===== config.mk =====
export PLATFORM = sky130hd
export DESIGN_NAME = instr_mem_loader
export DESIGN_NICKNAME = d
export VERILOG_FILES = /design/src/rtl/instr_loader_pkg.sv /design/src/rtl/word_assembler.sv /design/src/rtl/instr_mem_loader.sv
export SDC_FILE = /design/constraint.sdc
export NUM_CORES = 1
export LEC_CHECK = 0
export ABC_AREA = 1
export CORE_AREA = 3 3 111 113
export CTS_CLUSTER_SIZE = 10
export DETAILED_ROUTE_END_ITERATION = 8
export DIE_AREA = 0 0 114 116
export PLACE_DENSITY = 0.74
export SKIP_LAST_GASP = 1
export SYNTH_ARGS = -nofsm -noshare
export SYNTH_HDL_FRONTEND = slang
export SYNTH_SLANG_ARGS = --single-unit

===== constraint.sdc =====
create_clock -name clk -period 2.9 [get_ports clk]
set_input_delay 0.435 -clock clk [delete_from_list [all_inputs] [get_ports clk]]
set_output_delay 0.435 -clock clk [all_outputs]
set_load 0.02 [all_outputs]

===== src/rtl/instr_loader_pkg.sv =====
// instr_loader_pkg: shared states and framing constants for the instruction memory loader.
package instr_loader_pkg;
  typedef enum logic [2:0] {IDLE, LEN, DATA, WR, CHK, DONE, ERR} state_t;
  localparam int BYTES_PER_WORD = 4;
  localparam int LEN_BYTES = 2;
endpackage


===== src/rtl/word_assembler.sv =====
// word_assembler: packs accepted bytes little-endian into a 32-bit word, flags the 4th byte.
module word_assembler
  import instr_loader_pkg::*;
(
  input  logic        clk,
  input  logic        rst_n,
  input  logic        clr,
  input  logic        shift,
  input  logic [7:0]  din,
  output logic [31:0] word,
  output logic        full
);
  logic [23:0] sh;
  logic [1:0] cnt;
  // the 4th byte completes the word directly from din, so the word is ready in the accept cycle
  assign full = shift & (cnt == 2'(BYTES_PER_WORD - 1));
  assign word = {din, sh};
  always_ff @(posedge clk or negedge rst_n)
    if (!rst_n) begin
      sh <= '0;
      cnt <= '0;
    end else if (clr) begin
      sh <= '0;
      cnt <= '0;
    end else if (shift) begin
      sh <= {din, sh[23:8]};
      cnt <= cnt + 2'd1;
    end
endmodule


===== src/rtl/instr_mem_loader.sv =====
// instr_mem_loader: receives a length-prefixed byte stream and writes it as 32-bit words to
// instruction memory. Define LOADER_CHECKSUM_EN to require a trailing XOR checksum byte.
module instr_mem_loader
  import instr_loader_pkg::*;
#(
  parameter int ADDR_W = 10,
  parameter int DEPTH = 1024,
  parameter int DATA_W = 32
) (
  input  logic              clk,
  input  logic              rst_n,
  input  logic              start,
  input  logic [7:0]        rx_data,
  input  logic              rx_valid,
  output logic              rx_ready,
  output logic              mem_we,
  output logic [ADDR_W-1:0] mem_addr,
  output logic [DATA_W-1:0] mem_wdata,
  output logic              busy,
  output logic              done,
  output logic              err,
  output logic [ADDR_W:0]   words_loaded
);
`ifdef LOADER_CHECKSUM_EN
  localparam state_t FIN = CHK;
`else
  localparam state_t FIN = DONE;
`endif
  state_t state, state_n;
  logic [7:0] len_lo, csum;
  logic len_hi;
  logic [ADDR_W:0] len;
  logic [15:0] n;
  logic go, xfer, shift, asm_full;
  logic [31:0] asm_word;
  assign go = start & (state == IDLE || state == DONE || state == ERR);
  assign xfer = rx_valid & rx_ready;
  assign shift = xfer & (state == DATA);
  assign n = {rx_data, len_lo};
  assign rx_ready = state inside {LEN, DATA, CHK};
  assign busy = state inside {LEN, DATA, WR, CHK};
  assign mem_we = state == WR;
  assign done = state == DONE;
  assign err = state == ERR;
  word_assembler u_asm (
    .clk(clk),
    .rst_n(rst_n),
    .clr(go),
    .shift(shift),
    .din(rx_data),
    .word(asm_word),
    .full(asm_full)
  );
  always_ff @(posedge clk or negedge rst_n)
    if (!rst_n) state <= IDLE;
    else state <= state_n;
  always_comb begin
    state_n = state;
    if (go) state_n = LEN;
    else
      case (state)
        LEN: if (xfer && len_hi) state_n = n > 16'(DEPTH) ? ERR : n == 16'd0 ? FIN : DATA;
        DATA: if (asm_full) state_n = WR;
        WR: state_n = words_loaded == len ? FIN : DATA;
        CHK: if (xfer) state_n = rx_data == csum ? DONE : ERR;
        default: state_n = state;
      endcase
  end
  // words_loaded doubles as the next write address; it steps on the edge that raises mem_we
  always_ff @(posedge clk or negedge rst_n)
    if (!rst_n) begin
      len_lo <= '0;
      len_hi <= 1'b0;
      len <= '0;
      csum <= '0;
      words_loaded <= '0;
      mem_addr <= '0;
      mem_wdata <= '0;
    end else if (go) begin
      len_hi <= 1'b0;
      csum <= '0;
      words_loaded <= '0;
      mem_addr <= '0;
    end else begin
      if (state == LEN && xfer) begin
        len_lo <= rx_data;
        len_hi <= 1'b1;
        len <= n[ADDR_W:0];
      end
      if (shift) csum <= csum ^ rx_data;
      if (asm_full) begin
        mem_wdata <= DATA_W'(asm_word);
        mem_addr <= words_loaded[ADDR_W-1:0];
        words_loaded <= words_loaded + 1'b1;
      end
    end
endmodule


==> impl_metrics.ini, run 1 <==
[drt]
ant_nets = 0
wl_per_cell_um = 14.4
num_vias = 3673
wirelength_mm = 10.7
drt_drc_violations_left = 0
dr.pass1.iters = 5
drt_iter0_drc = 235
routed_via_density = 4.92

[finish]
nFillCells = 1082
multi_input_area_mm2 = 0.00165
num_antenna_cells = 0
fin_nets = 613
area_delta_synth_final_pct = 23.4
drive_gt1_share_pct = 8.28
seqCellArea_mm2 = 0.00268
final_cell_mix = 158 x nand2_1, 107 x dfrtp_1, 68 x clkdlybuf4s50_1
fin_util_pct = 51.2
layout_commonest_cell = nand2_1

[setup_path]
critical_path.max_fanout = 6
crit_path_cell_trace = inv_2 > nand2_2 > nor2_1 > clkdlybuf4s50_1
crit_family = buffers and inverters
crit_type = flip-flop to output port
crit_buf_inv = 2
cp.arrival_ns = 1.97
start_kind = flip-flop
cp-end-kind = output port
slowest_stage = clkdlybuf4s50_1
worstPathRequired_ns = 2.47
slowest_delay_ns = 0.67

[placed_design]
hpwl_mm = 7.44
portBuffers = 69
place_congestion = 0.801

[floorplan]
core_region_area_mm2 = 0.0114
dieArea_mm2 = 0.0132
io_pins = 70
fp-row-count = 39
die_h_um = 116
die_x_um = 114
initial_core_util_pct = 41.5

[synthesis]
syn-cell-area_mm2 = 0.00473
async_flop_share_pct = 100
synth_mux_area_share_pct = 0
synthCells = 533
synth.distinct_cells = 31
synth-adder-area-share_pct = 0.529
synth_edf_count = 0
yosys_warnings = 0
syn_nets = 547
synth-compound-area-share_pct = 10.9
yosysSeqAreaShare_pct = 56.6
synth_top_family_by_area = simple AND/OR/NAND/NOR gates
synth_flop_cell = dfrtp_1
synthXorXnorAreaFrac_pct = 3.52
avgSynthCellArea_um2 = 8.88
synth-seq-cells = 107
synth_simple_gate_area_share_pct = 20.0

[clock_network]
cts.repair.resized = 0
clkSlewWorstSetupHoldPaths_ns = 0.08
post_cts_buffers = 0
clock-sinks = 107
clock_latency_ns = 0.36
cts_root_buf = clkbuf_16
numCtsBuffers = 9
cts_hold_buf = 0
tritoncts = yes
cts_buffer_depth = 2
h-tree-depth = 3

[grt]
grt-ovfl-total = 0
grt_max_degree = 56
grt_usage_pct = 17.2
grt_pass1_wl_mm = 18.2
grt_pass1_vias = 3736
antenna_found_initial = 0

[timing]
setup_viol = 0
skew_ns = 0.00808
fin_crit_ns = 2.40
hold_viol_final = 0
fin_setup_tns_ns = 0
fin_worst_hold_slack_ns = 0.121
tightest_slew_ns = 0.707
slew_headroom_pct = 52.8
maxSlewViolCount = 0
rsz0062_at_grt = false
max_clock_freq_mhz = 416
fin_crit_sh_pct = 82.8

[status]
outcome = complete, no violations

[hold_path]
min_path_type = input port to async pin

[power]
p_leak_nw = 3.02
vdd_ir_drop_max_v = 0.000380
powerDensity_mw_per_mm2 = 822

[run]
maxCapViolations = 0
## cell usage after synthesis (2+ instances only)
master	count	area, um^2
inv_1	62	233
clkbuf_1	4	15.0
buf_6	4	45.0
nand4_1	2	12.5
xor2_1	7	61.3
nor3_1	3	15.0
buf_2	9	45.0
a22oi_2	3	37.5
o21ai_1	12	60.1
nand3_2	3	30.0
nand2_1	158	593
dfrtp_1	107	2680
inv_2	13	48.8
o22ai_1	3	18.8
ha_1	2	25.0
xnor2_1	12	105
buf_4	2	15.0
nor2_1	32	120
o21ai_0	24	120
a21oi_1	13	65.1
nand3_1	23	115
nor2_2	3	18.8
a22oi_1	24	180
## layout make-up
| cell class | count | area share (%) |
|---|---|---|
| clock buffer | 9 | 3.86 |
| multi-input combinational | 332 | 28.3 |
| sequential | 107 | 45.8 |
| tap | 143 | 3.06 |
| timing repair buffer | 74 | 12.6 |
| inverter | 75 | 4.82 |
| clock inverter | 7 | 1.48 |
## logic make-up (layout without fill, tap and decap cells)
group,after synthesis,in the layout
flip-flops,107,107
AO/OA/AOI/OAI,83,83
buffers and inverters,94,165
AND/OR/NAND/NOR,228,228
XOR/XNOR,19,19
adder cells (fa/ha/maj),2,2
## worst register-to-register path, delay by kind of cell (launching register included)
| family | cells | cell delay [ns] |
|---|---|---|
| AOI/OAI and AO/OA | 2 | 0.27 |
| buffers and inverters | 2 | 0.56 |
| DFF | 1 | 0.45 |
| and+or+nand+nor | 4 | 0.50 |
## per-layer routing
layer | share of wire (%) | global-route usage [%] | up-vias | wire [um]
li1 | - | - | 1817 | -
met1 | 45 | 22.6 | 1763 | 4790
met2 | 49 | 29.3 | 88 | 5310
met3 | 5.3 | 3.29 | 5 | 572
met4 | 0.48 | 5.15 | 0 | 51
met5 | 0 | 0 | - | 0
## registers in the layout, indices dropped and copies added, names as in the netlist
name          cells
mem_addr         10
state             3
len               8
len_hi            1
mem_wdata        32
csum              8
u_asm.cnt         2
words_loaded     11
u_asm.sh         24
len_lo            8
## through the flow
| step | setup WS [ns] | area [um^2] | instances | total power (W) |
|---|---|---|---|---|
| after floorplan | 1.42 | 4730 | 533 | 0.00315 |
| after global placement | 0.741 | 5530 | 731 | 0.00351 |
| after detailed placement | 0.685 | 5530 | 731 | 0.00358 |
| after CTS | 0.512 | 5840 | 747 | 0.00483 |
| after global routing | 0.409 | 5840 | 747 | 0.00513 |
| final | 0.498 | 5840 | 747 | 0.00480 |
## power breakdown
group          switching [W]  total, W  internal [W]
registers           0.000271   0.00209       0.00182
logic               0.000902   0.00147      0.000564
clock network       0.000626   0.00125      0.000621
total                0.00180   0.00480       0.00300
## worst paths after layout
check	startpoint	end	slack, ns	cells after the start
max in group asynchronous	rst_n	len_lo[5]	2.06	2
worst max register to register	state[1]	words_loaded[7]	1.06	8
min in group clk	mem_wdata[17]	mem_wdata[17]	0.49	2
worst min register to register	mem_wdata[17]	mem_wdata[17]	0.49	2
worst max-delay path	state[2]	mem_we	0.50	4
worst min-delay path	rst_n	mem_addr[1]	0.12	1
Power figures use the tool's default switching activity.
==> run 2, diff against run 1 <==
clock period = 2.4 ns   (was 2.9 ns; I/O delays follow)
==> run 2 against run 1 <==
  * Core utilization rose by 0.28 points
  * Via count rose by 2.2%
  * Global-route usage rose by 0.41 points
  * Highest routed layer unchanged
  * Clock power rose by 23%
  * Combinational power rose by 22%
  * Count of clock-buffer cells in the layout did not move
  * Power rose by 22%
  * Clock skew rose by 0.0063 ns
==> impl_metrics.ini, run 2 (synthesis results as in run 1) <==
[floorplan]
initial_core_util_pct = 41.5
fp-row-count = 39
core_region_area_mm2 = 0.0114
die_h_um = 116
die_x_um = 114
io_pins = 70
dieArea_mm2 = 0.0132

[drt]
wl_per_cell_um = 14.5
drt_drc_violations_left = 0
num_vias = 3755
drt_iter0_drc = 206
dr.pass1.iters = 4
wirelength_mm = 10.9
ant_nets = 0
routed_via_density = 5.01

[hold_path]
min_from = mem_wdata[30]
min_path_type = flip-flop to flip-flop

[setup_path]
timing.rr.start = state[0]
cp.arrival_ns = 1.90
start_kind = flip-flop
cp-end-kind = output port
worstPathRequired_ns = 2.04
crit_start = state[0]
crit_type = flip-flop to output port
critical_path.max_fanout = 7

[power]
p_total_w = 0.00585
pwr-share-seq_pct = 43.1
vdd_ir_drop_max_v = 0.000461
p_comb_share_pct = 30.6
power.switching_w = 0.00221
internal_power_w = 0.00364
p_leak_nw = 3.05
power_frac_clock_pct = 26.3
switching_share_pct = 37.7
powerDensity_mw_per_mm2 = 996

[timing]
tightest_slew_ns = 0.579
fin_setup_tns_ns = 0
fin_crit_sh_pct = 94.3
hold_viol_final = 0
rsz0062_at_grt = false
skew_ns = 0.0144
maxSlewViolCount = 0
max_clock_freq_mhz = 442
fin_crit_ns = 2.26
slew_headroom_pct = 61.4
setup_viol = 0

[placed_design]
place_congestion = 0.858
placed_area_mm2 = 0.00555
portBuffers = 69
hpwl_mm = 7.75

[finish]
area_delta_synth_final_pct = 24.1
largestRegisters = mem_wdata x32, u_asm.sh x24, words_loaded x11
num_antenna_cells = 0
drive_gt1_share_pct = 8.57
layout_commonest_cell = nand2_1
final_cell_mix = 158 x nand2_1, 107 x dfrtp_1, 67 x clkdlybuf4s50_1
fin_area_mm2 = 0.00587
fin_util_pct = 51.4
top_register = mem_wdata
largest_reg_flops = 32
fin_nets = 616

[grt]
grt_max_degree = 53
antenna_found_initial = 0
grt_usage_pct = 17.6
grt_pass1_wl_mm = 18.7
grt_pass1_vias = 3870
grt-ovfl-total = 0

[clock_network]
clock_latency_ns = 0.36
clkSlewWorstSetupHoldPaths_ns = 0.08
clock-sinks = 107
numCtsBuffers = 9
post_cts_buffers = 0
h-tree-depth = 3
cts_buffer_depth = 2
tritoncts = yes
cts_root_buf = clkbuf_16

[status]
outcome = complete, no violations

[run]
maxCapViolations = 0
run 2: stage by stage:
step	setup slack, ns	hold WS, ns	cells
3_5_place_dp	0.385	0.361	733
4_1_cts	0.0321	0.492	750
5_1_grt	0.0332	0.501	750
2_1_floorplan	0.915	0.0644	533
3_3_place_gp	0.474	0.356	733
6_report	0.138	0.490	750
run 2: per-layer routing:
layer	vias up	global-route usage [%]	share of wire [%]
met5	-	0	0
met4	0	4.75	1.7
met3	17	4.44	5.5
met2	108	31.0	51
met1	1811	21.8	42
li1	1819	-	-
run 2: worst paths after layout:
kind                       slack, ns  depth (start not counted)            end
setup / recovery                0.14                          4           busy
hold / removal                  0.49                          2  mem_wdata[30]
setup reg to reg                0.65                          7   u_asm.sh[10]
hold reg to reg                 0.49                          2  mem_wdata[30]
max in group asynchronous       1.24                          3    mem_addr[0]
min in group asynchronous       0.52                          2      len_lo[1]
run 2: area by class of cell:
cell class	count	area, um^2
clock buffers	9	225
clock inverters	7	91.3
fillers	1070	5540
inverters	75	282
multi-input cells	332	1650
flip-flops and latches	107	2680
well taps	143	179
repair buffers	77	766
run 2: timing repair:
| action | in CTS | in global routing |
|---|---|---|
| resized for setup | 0 | 1 |
| endpoints found under the hold margin | 34 | 0 |
| endpoints found under the setup margin | 0 | 1 |
| hold buffers | 1 | 0 |
run 2: power by group through the flow:
stage	Combinational (W)	Clock, W	Sequential [W]
floorplan	0.00128	0	0.00252
global placement	0.00171	0	0.00254
detailed placement	0.00178	0	0.00256
CTS	0.00181	0.00157	0.00253
global route	0.00202	0.00165	0.00258
finish	0.00179	0.00154	0.00252
run 2: critical path, cell delays in order, from the launching register on:
cell,delay (ns)
dfrtp_1,0.45
inv_2,0.16
nand3_2,0.17
nand3_1,0.17
clkdlybuf4s50_1,0.61
